===== src/rtl/serial_tx_buffer.sv =====
// Bus-attached serial transmitter: bytes written to DATA are queued in a FIFO and sent as 8N1 on tx.
// Optional sticky overflow flag in STATUS bit3 is built when SERIAL_TX_OVERFLOW_FLAG_EN is defined.
module serial_tx_buffer #(
    parameter int BASE         = 32,
    parameter int DEPTH_LOG2   = 4,
    parameter int CLKS_PER_BIT = 16
) (
    input  logic        clk,
    input  logic        reset,
    input  logic        enable,
    input  logic        rw,
    input  logic [31:0] addr,
    input  logic [31:0] d_in,
    output logic [31:0] d_out,
    output logic        tx,
    output logic        busy
);

    localparam int DEPTH   = 1 << DEPTH_LOG2;
    localparam int CNT_W   = DEPTH_LOG2 + 1;
    localparam int BAUD_W  = $clog2(CLKS_PER_BIT);
    localparam logic [31:0]       DATA_ADDR   = 32'(BASE);
    localparam logic [31:0]       STATUS_ADDR = 32'(BASE + 1);
    localparam logic [BAUD_W-1:0] BAUD_LAST   = BAUD_W'(CLKS_PER_BIT - 1);
    localparam logic [CNT_W-1:0]  FULL_COUNT  = CNT_W'(DEPTH);

    typedef enum logic [1:0] {IDLE, START, DATA, STOP} state_t;

    logic [7:0]            mem [DEPTH];
    logic [DEPTH_LOG2-1:0] wr_ptr;
    logic [DEPTH_LOG2-1:0] rd_ptr;
    logic [CNT_W-1:0]      count;

    state_t                state;
    state_t                state_next;
    logic [BAUD_W-1:0]     baud_cnt;
    logic [BAUD_W-1:0]     baud_next;
    logic [2:0]            bit_idx;
    logic [2:0]            bit_next;
    logic [7:0]            shift;
    logic [7:0]            shift_next;
    logic                  tx_next;

    logic                  full;
    logic                  empty;
    logic                  data_wr;
    logic                  rd_sel;
    logic                  push;
    logic                  pop;
    logic                  bit_end;
    logic                  overflow;
    logic [31:0]           status_word;
    logic                  unused_d_in;

    assign data_wr     = enable && rw && (addr == DATA_ADDR);
    assign rd_sel      = enable && !rw && ((addr == DATA_ADDR) || (addr == STATUS_ADDR));
    assign full        = (count == FULL_COUNT);
    assign empty       = (count == '0);
    assign push        = data_wr && !full;
    assign bit_end     = (baud_cnt == BAUD_LAST);
    assign unused_d_in = ^d_in[31:8];

`ifdef SERIAL_TX_OVERFLOW_FLAG_EN
    logic status_wr;
    logic overflow_q;

    assign status_wr = enable && rw && (addr == STATUS_ADDR);
    assign overflow  = overflow_q;

    // Setting wins over clearing so an overflow in the clearing cycle is not lost.
    always_ff @(posedge clk) begin
        if (reset) begin
            overflow_q <= 1'b0;
        end else if (data_wr && full) begin
            overflow_q <= 1'b1;
        end else if (status_wr) begin
            overflow_q <= 1'b0;
        end
    end
`else
    assign overflow = 1'b0;
`endif

    always_comb begin
        status_word                  = '0;
        status_word[0]               = empty;
        status_word[1]               = full;
        status_word[2]               = (state != IDLE);
        status_word[3]               = overflow;
        status_word[8+DEPTH_LOG2:8]  = count;
    end

    always_ff @(posedge clk) begin
        if (push) begin
            mem[wr_ptr] <= d_in[7:0];
        end
    end

    always_ff @(posedge clk) begin
        if (reset) begin
            wr_ptr <= '0;
            rd_ptr <= '0;
            count  <= '0;
        end else begin
            if (push) begin
                wr_ptr <= wr_ptr + 1'b1;
            end
            if (pop) begin
                rd_ptr <= rd_ptr + 1'b1;
            end
            case ({push, pop})
                2'b10:   count <= count + 1'b1;
                2'b01:   count <= count - 1'b1;
                default: count <= count;
            endcase
        end
    end

    // tx is registered from the current state, so the line lags the FSM by one clock.
    always_ff @(posedge clk) begin
        if (reset) begin
            state    <= IDLE;
            baud_cnt <= '0;
            bit_idx  <= '0;
            shift    <= '0;
            tx       <= 1'b1;
            busy     <= 1'b0;
        end else begin
            state    <= state_next;
            baud_cnt <= baud_next;
            bit_idx  <= bit_next;
            shift    <= shift_next;
            tx       <= tx_next;
            busy     <= !empty || (state != IDLE);
        end
    end

    always_comb begin
        state_next = state;
        baud_next  = baud_cnt;
        bit_next   = bit_idx;
        shift_next = shift;
        tx_next    = 1'b1;
        pop        = 1'b0;
        case (state)
            IDLE: begin
                baud_next = '0;
                if (!empty) begin
                    pop        = 1'b1;
                    shift_next = mem[rd_ptr];
                    state_next = START;
                end
            end
            START: begin
                tx_next = 1'b0;
                if (bit_end) begin
                    baud_next  = '0;
                    bit_next   = '0;
                    state_next = DATA;
                end else begin
                    baud_next = baud_cnt + 1'b1;
                end
            end
            DATA: begin
                tx_next = shift[0];
                if (bit_end) begin
                    baud_next  = '0;
                    shift_next = shift >> 1;
                    if (bit_idx == 3'd7) begin
                        state_next = STOP;
                    end else begin
                        bit_next = bit_idx + 1'b1;
                    end
                end else begin
                    baud_next = baud_cnt + 1'b1;
                end
            end
            STOP: begin
                if (bit_end) begin
                    baud_next  = '0;
                    state_next = IDLE;
                end else begin
                    baud_next = baud_cnt + 1'b1;
                end
            end
            default: begin
                state_next = IDLE;
            end
        endcase
    end

    always_ff @(posedge clk) begin
        if (reset) begin
            d_out <= '0;
        end else if (rd_sel && (addr == STATUS_ADDR)) begin
            d_out <= status_word;
        end else begin
            d_out <= '0;
        end
    end

endmodule


===== config.mk =====
export PLATFORM = sky130hd
export DESIGN_NAME = serial_tx_buffer
export DESIGN_NICKNAME = d
export VERILOG_FILES = /design/src/rtl/serial_tx_buffer.sv
export SDC_FILE = /design/constraint.sdc
export NUM_CORES = 1
export LEC_CHECK = 0
export ABC_AREA = 0
export ABC_CLOCK_PERIOD_IN_PS = 8800
export CORE_MARGIN = 2
export CORE_UTILIZATION = 53
export DETAILED_ROUTE_END_ITERATION = 12
export GPL_TIMING_DRIVEN = 0
export HOLD_SLACK_MARGIN = 0.12
export MAX_ROUTING_LAYER = met4
export PLACE_DENSITY_LB_ADDON = 0.12
export SLEW_MARGIN = 40
export SYNTH_ARGS = -nofsm -noshare
export SYNTH_HDL_FRONTEND = slang
export SYNTH_SLANG_ARGS = --single-unit

===== constraint.sdc =====
create_clock -name clk -period 8.8 [get_ports clk]
set_input_delay 2.64 -clock clk [delete_from_list [all_inputs] [get_ports clk]]
set_output_delay 2.64 -clock clk [all_outputs]
set_load 0.02 [all_outputs]

# [After elaboration in Yosys (flattened, before gate mapping)]
# Memory sizes are Yosys's and may differ from the RTL's. A register that Yosys moved wholly into a read port is not among the register bits.
# Index checks and enable logic that the tools add are counted.
[totals] reg_bits=64 latchBits=0 ramBits=128 rom_bits=0 input_bits=68 out_inout_bits=34 word_cells=80 n_memories=1
[classes] add_sub_neg=6 multipliers=0 div=0 magnitude_cmp=0 n_eq_ne=16 n_shift=0 mux=23 bitwise_logic=1 n_reduce_logical=22
[memory_table] memory="mem" depth=16 width=8 read_ports=1 rd_ports_with_merged_regs=1 wr=1 line="29" source="logic [7:0] mem [DEPTH];"
[op_table] op="32-bit by 6-bit == test with 1-bit output, second input constant" n=2
[op_table] op="8-bit 2-to-1 mux" n=2
[op_table] op="8-bit case mux with 2 select lines" n=1
[op_table] op="4-bit by 1-bit adder with 4-bit output, second input constant" n=3
[op_table] op="4-bit 2-to-1 mux" n=3
[op_table] op="2-bit inequality test, second input constant" n=6
[op_table] op="2-bit 2-to-1 mux" n=5
[op_table] op="5-bit case mux with 2 select lines" n=1
[op_table] op="3-bit 2-to-1 mux" n=3
[op_table] op="2-bit case mux with 4 select lines" n=1
[op_table] op="4-bit case mux with 2 select lines" n=1
[op_table] op="2-bit nonzero test" n=4
[op_table] op="2-bit == test, second input constant" n=3
[op_table] op="1-bit logical AND" n=6
[op_table] op="3-bit case mux with 2 select lines" n=1
[op_table] op="5-bit by 1-bit adder with 5-bit output, second input constant" n=1
[op_table] op="5-bit == test, second input constant" n=1
[op_table] op="5-bit logical NOT" n=1
[op_table] op="5-bit AND reduction" n=1
[op_table] op="5-bit by 1-bit subtractor with 5-bit output, second input constant" n=1
[op_table] op="2-bit by 1-bit == test with 1-bit output, second input constant" n=2
[op_table] op="4-bit == test, second input constant" n=1
[op_table] op="1-bit 2-to-1 mux" n=4
[op_table] op="4-bit AND reduction" n=1
[op_table] op="other kinds (10)" n=13

# [Longest topological paths before layout]
[depth] depth_word=6 ltp_mapped=13 ltp_nobuf=12

# [Worst setup path before layout]
# Ideal clock, no wire load.
[synth_timing] path_type="input-to-reg" startpoint="input port addr[26]" endpoint="register count[4]" setup_time_ns=0.121 arrival_time_ns=5.309 required_ns=8.679 slack_ns=3.370 cell_stages=12 path_buffers=1 cell_sequence="nor4_1 nand4_1 a2111oi_4 inv_1 ha_1 clkbuf_1 xor2_1 ha_1 a21oi_1 a32oi_1 a21oi_1 mux2_2"
[synth_between] elab_chain_len=5
[synth_rtl] item="from (decl)" line="12" source="input logic [31:0] addr,"
[synth_rtl] item="32-bit by 6-bit == test with 1-bit output (*)" line="55" source="assign data_wr = enable && rw && (addr == DATA_ADDR);"
[synth_rtl] item="1-bit logical AND (*)" line="55"
[synth_rtl] item="1-bit logical AND (*)" line="59" source="assign push = data_wr && !full;"
[synth_rtl] item="2-bit by 1-bit == test with 1-bit output or 2-bit == test (tied branches)" line="111" source="case ({push, pop})"
[synth_rtl] item="5-bit case mux with 2 select lines or 2-bit nonzero test (tied branches)"
[synth_rtl] item="to (signal assigned)" line="112" source="2'b10: count <= count + 1'b1;"
[synth_rtl] item="to (signal assigned)" line="113" source="2'b01: count <= count - 1'b1;"
[synth_rtl] item="to (signal assigned)" line="114" source="default: count <= count;"
[synth_rtl] item="to (decl)" line="32" source="logic [CNT_W-1:0] count;"
# Every way passes the cells marked *; elsewhere a longest branch is shown, timed or not.
# A chain may end at the register's enable or synchronous reset.

# [Final worst setup path]
[layout_timing] startpoint="input port addr[25]" endpoint="register count[4]"
# The elaborated chain is that of the path after synthesis.

==> reports/metrics.cfg <==
[run_status]
status = complete, no violations

[die]
die_y_um = 119.9
die_area_sq_um = 14380
row_count = 42
ios = 102
start_util_pct = 53.98
core_sq_um = 13190
dieWidth_um = 119.9

[global_route]
grt_max_degree = 17
grt_pass1_vias = 3863
busiest_layer = met2
grt.overflow.total = 0
grt_pass1_wl_mm = 20.71
antenna_found_initial = 0
gr-usage-met2_pct = 34.06
grtUsageMet1_pct = 24.49
track_usage_pct = 20.18
use_met3_pct = 3.517

[timing]
post-route-period-util_pct = 65.75
rsz0062_at_grt = no
slew_headroom_pct = 45.01
fin_crit_ps = 5786
slew_violations = 0
skew_ps = 10.24
holdWs_ps = 459.9
fmax_mhz = 172.8
fin_setup_tns_ps = 0
tightestPinTransition_ps = 820.4
finalSetupViolCount = 0
finalHoldViolations = 0

[placement]
gp_congestion = 0.8200
hpwl_mm = 9.065
port_buffers = 52
place_area_sq_um = 7973

[clock_network]
htreeDepth = 4
cts_setup_buffers = 0
cts_hold_buffers = 0
insertion_delay_ps = 420
clock-sinks = 172
cts.clk_slew.worst_paths_ps = 70
cts_made_buffers = 17
clockBufferDepth = 2
cts_tree = yes
cts.repair.resized = 0
ctsRootBufferMaster = clkbuf_16

[routing]
wire_per_inst_um = 17.82
vias_per_cell = 5.268
drt_iter0_drc = 236
final_antenna_net_count = 0
first_pass_iters = 4
wl_mm = 13.29
vias = 3930
drc = 0

[worst_setup_path]
worstPathArrival_ps = 6100
crit_required_ps = 9110
worstPathCellList = clkdlybuf4s50_1 > nor4_1 > nand4_1 > a2111oi_4 > inv_1 > ha_1 > clkbuf_1 > xor2_1 > ha_1 > a21oi_1 > a32oi_1 > a21oi_1 > mux2_2
critPathMaxFanout = 10
worstSetupPathType = input pin to register
cp-end-kind = register
cp_slowest_cell = a2111oi_4
start_kind = input pin
cpPeakStageDelay_ps = 630

[synth]
ys.flop_type = edfxtp_1
synth-edff-count = 128
ys_seq_area_share_pct = 66.35
yosys_warnings = 0
synth_area_sq_um = 7121
synthesis.instances = 463
synth.distinct_cells = 42
avgSynthCellArea_sq_um = 15.38
synth-async-reset-ratio_pct = 0
ys_seq_elements = 172

[power]
powerDensity_nw_per_um2 = 259.3
p_leak_nw = 2.913
peakVddDrop_mv = 0.1585

[cells_and_area]
layout-drive-gt1-share_pct = 20.53
fin_area_sq_um = 8568
n_fill_cell = 963
utilization_pct = 64.96
syn_to_final_growth_pct = 20.33
nets = 641
diodes = 0

[flow_run]
maxCapViolCount = 0

[min_path]
hold_class = register to register

## where the power goes
group / total (mW) / switching (mW) / internal, mW
registers: 0.938 / 0.0302 / 0.908
logic: 0.577 / 0.322 / 0.255
clock network: 0.706 / 0.312 / 0.394
## synthesized netlist by cell type, types with 4 or more instances
cell,instances,share of area [%]
a211oi_1,9,0.95
a21oi_1,16,1.1
a22oi_1,15,1.6
and2_1,6,0.53
and3_1,5,0.44
buf_1,5,0.26
buf_4,26,2.7
clkbuf_1,11,0.58
dfxtp_1,44,12
edfxtp_1,128,54
ha_1,16,2.8
inv_1,6,0.32
mux2_2,5,0.79
mux2i_1,6,0.84
mux4_2,32,10
nand2_1,10,0.53
nand2b_1,10,0.88
nand3_1,4,0.28
nand4_1,4,0.35
nor2_1,44,2.3
nor2b_1,7,0.61
nor3_1,13,0.91
nor4_1,7,0.61
xor2_1,7,0.86
## metrics by stage
stage,worst slack [ps],total power [mW],instances
floorplan,3370,1.396,486
detailed placement,2558,1.534,714
global route,2716,2.330,746
finish,3014,2.221,746
CTS,3023,2.239,746
global placement,2625,1.519,714
## path summary, 6_finish.rpt
| path | startpoint | end | slack (ps) | depth (start not counted) |
|---|---|---|---|---|
| max | addr[25] | count[4] | 3010 | 13 |
| min | baud_cnt[0] | baud_cnt[0] | 460 | 1 |
| max reg2reg | count[1] | count[4] | 5570 | 11 |
| min reg2reg | baud_cnt[0] | baud_cnt[0] | 460 | 1 |
## sequential cells by signal, indices dropped and copies added (netlist names), named ones only
signal / flops
baud_cnt: 4
shift: 8
rd_ptr: 4
busy: 1
state: 2
count: 5
tx: 1
mem: 128
d_out: 8
wr_ptr: 4
bit_idx: 3
## per-layer routing
layer | vias up | share of wire (%)
met4 | 0 | 1.6
met2 | 60 | 53
li1 | 1910 | -
met1 | 1943 | 42
met3 | 17 | 2.7
met5 | - | 0
## cells by family (layout without fill, tap and decap cells)
kind of cell             Yosys count  count (layout)  synth area share, %
AO/OA/AOI/OAI                     50              50                4.938
buffers and inverters             52             136                4.270
multiplexers                      43              43                11.76
other                              1              24              0.05266
flip-flops                       172             172                66.35
AND/OR/NAND/NOR                  119             119                8.593
XOR/XNOR                          10              10                1.230
adder cells (fa/ha/maj)           16              16                2.811
## worst max-delay path: cells and delay by family
| kind | cells | cell delay (ps) |
|---|---|---|
| AOI/OAI and AO/OA | 4 | 1210 |
| buffers and inverters | 3 | 760 |
| and+or+nand+nor | 2 | 530 |
| adders and majority gates | 2 | 420 |
| muxes | 1 | 340 |
| xor gates and xnor gates | 1 | 200 |
## final cells by class
class / instances / area (sq um) / area share, %
sequential: 172 / 4725 / 55.14
multi-input combinational: 262 / 2232 / 26.05
tap: 176 / 220.2 / 2.570
clock inverter: 14 / 137.6 / 1.606
inverter: 6 / 22.52 / 0.2629
buffer: 46 / 281.5 / 3.286
clock buffer: 18 / 429.2 / 5.009
timing repair buffer: 52 / 520.5 / 6.075
## cell usage in the layout, fill, tap and decap left out, types with 3 or more instances in the layout
cell type and instances:
a211oi_1 9, a21oi_1 16, a22oi_1 15, and2_1 6, and3_1 5, buf_1 5
buf_2 3, buf_4 26, clkbuf_1 12, clkbuf_16 17, clkdlybuf4s50_1 52, clkinv_4 5
clkinvlp_4 4, conb_1 24, dfxtp_1 44, edfxtp_1 128, ha_1 16, inv_1 6
mux2_2 5, mux2i_1 6, mux4_2 32, nand2_1 10, nand2b_1 10, nand3_1 4
nand4_1 4, nor2_1 33, nor2_2 11, nor2b_1 7, nor3_1 9, nor3_2 4
nor4_1 6, xnor2_1 3, xor2_1 7
(Power assumes the default switching activity.)
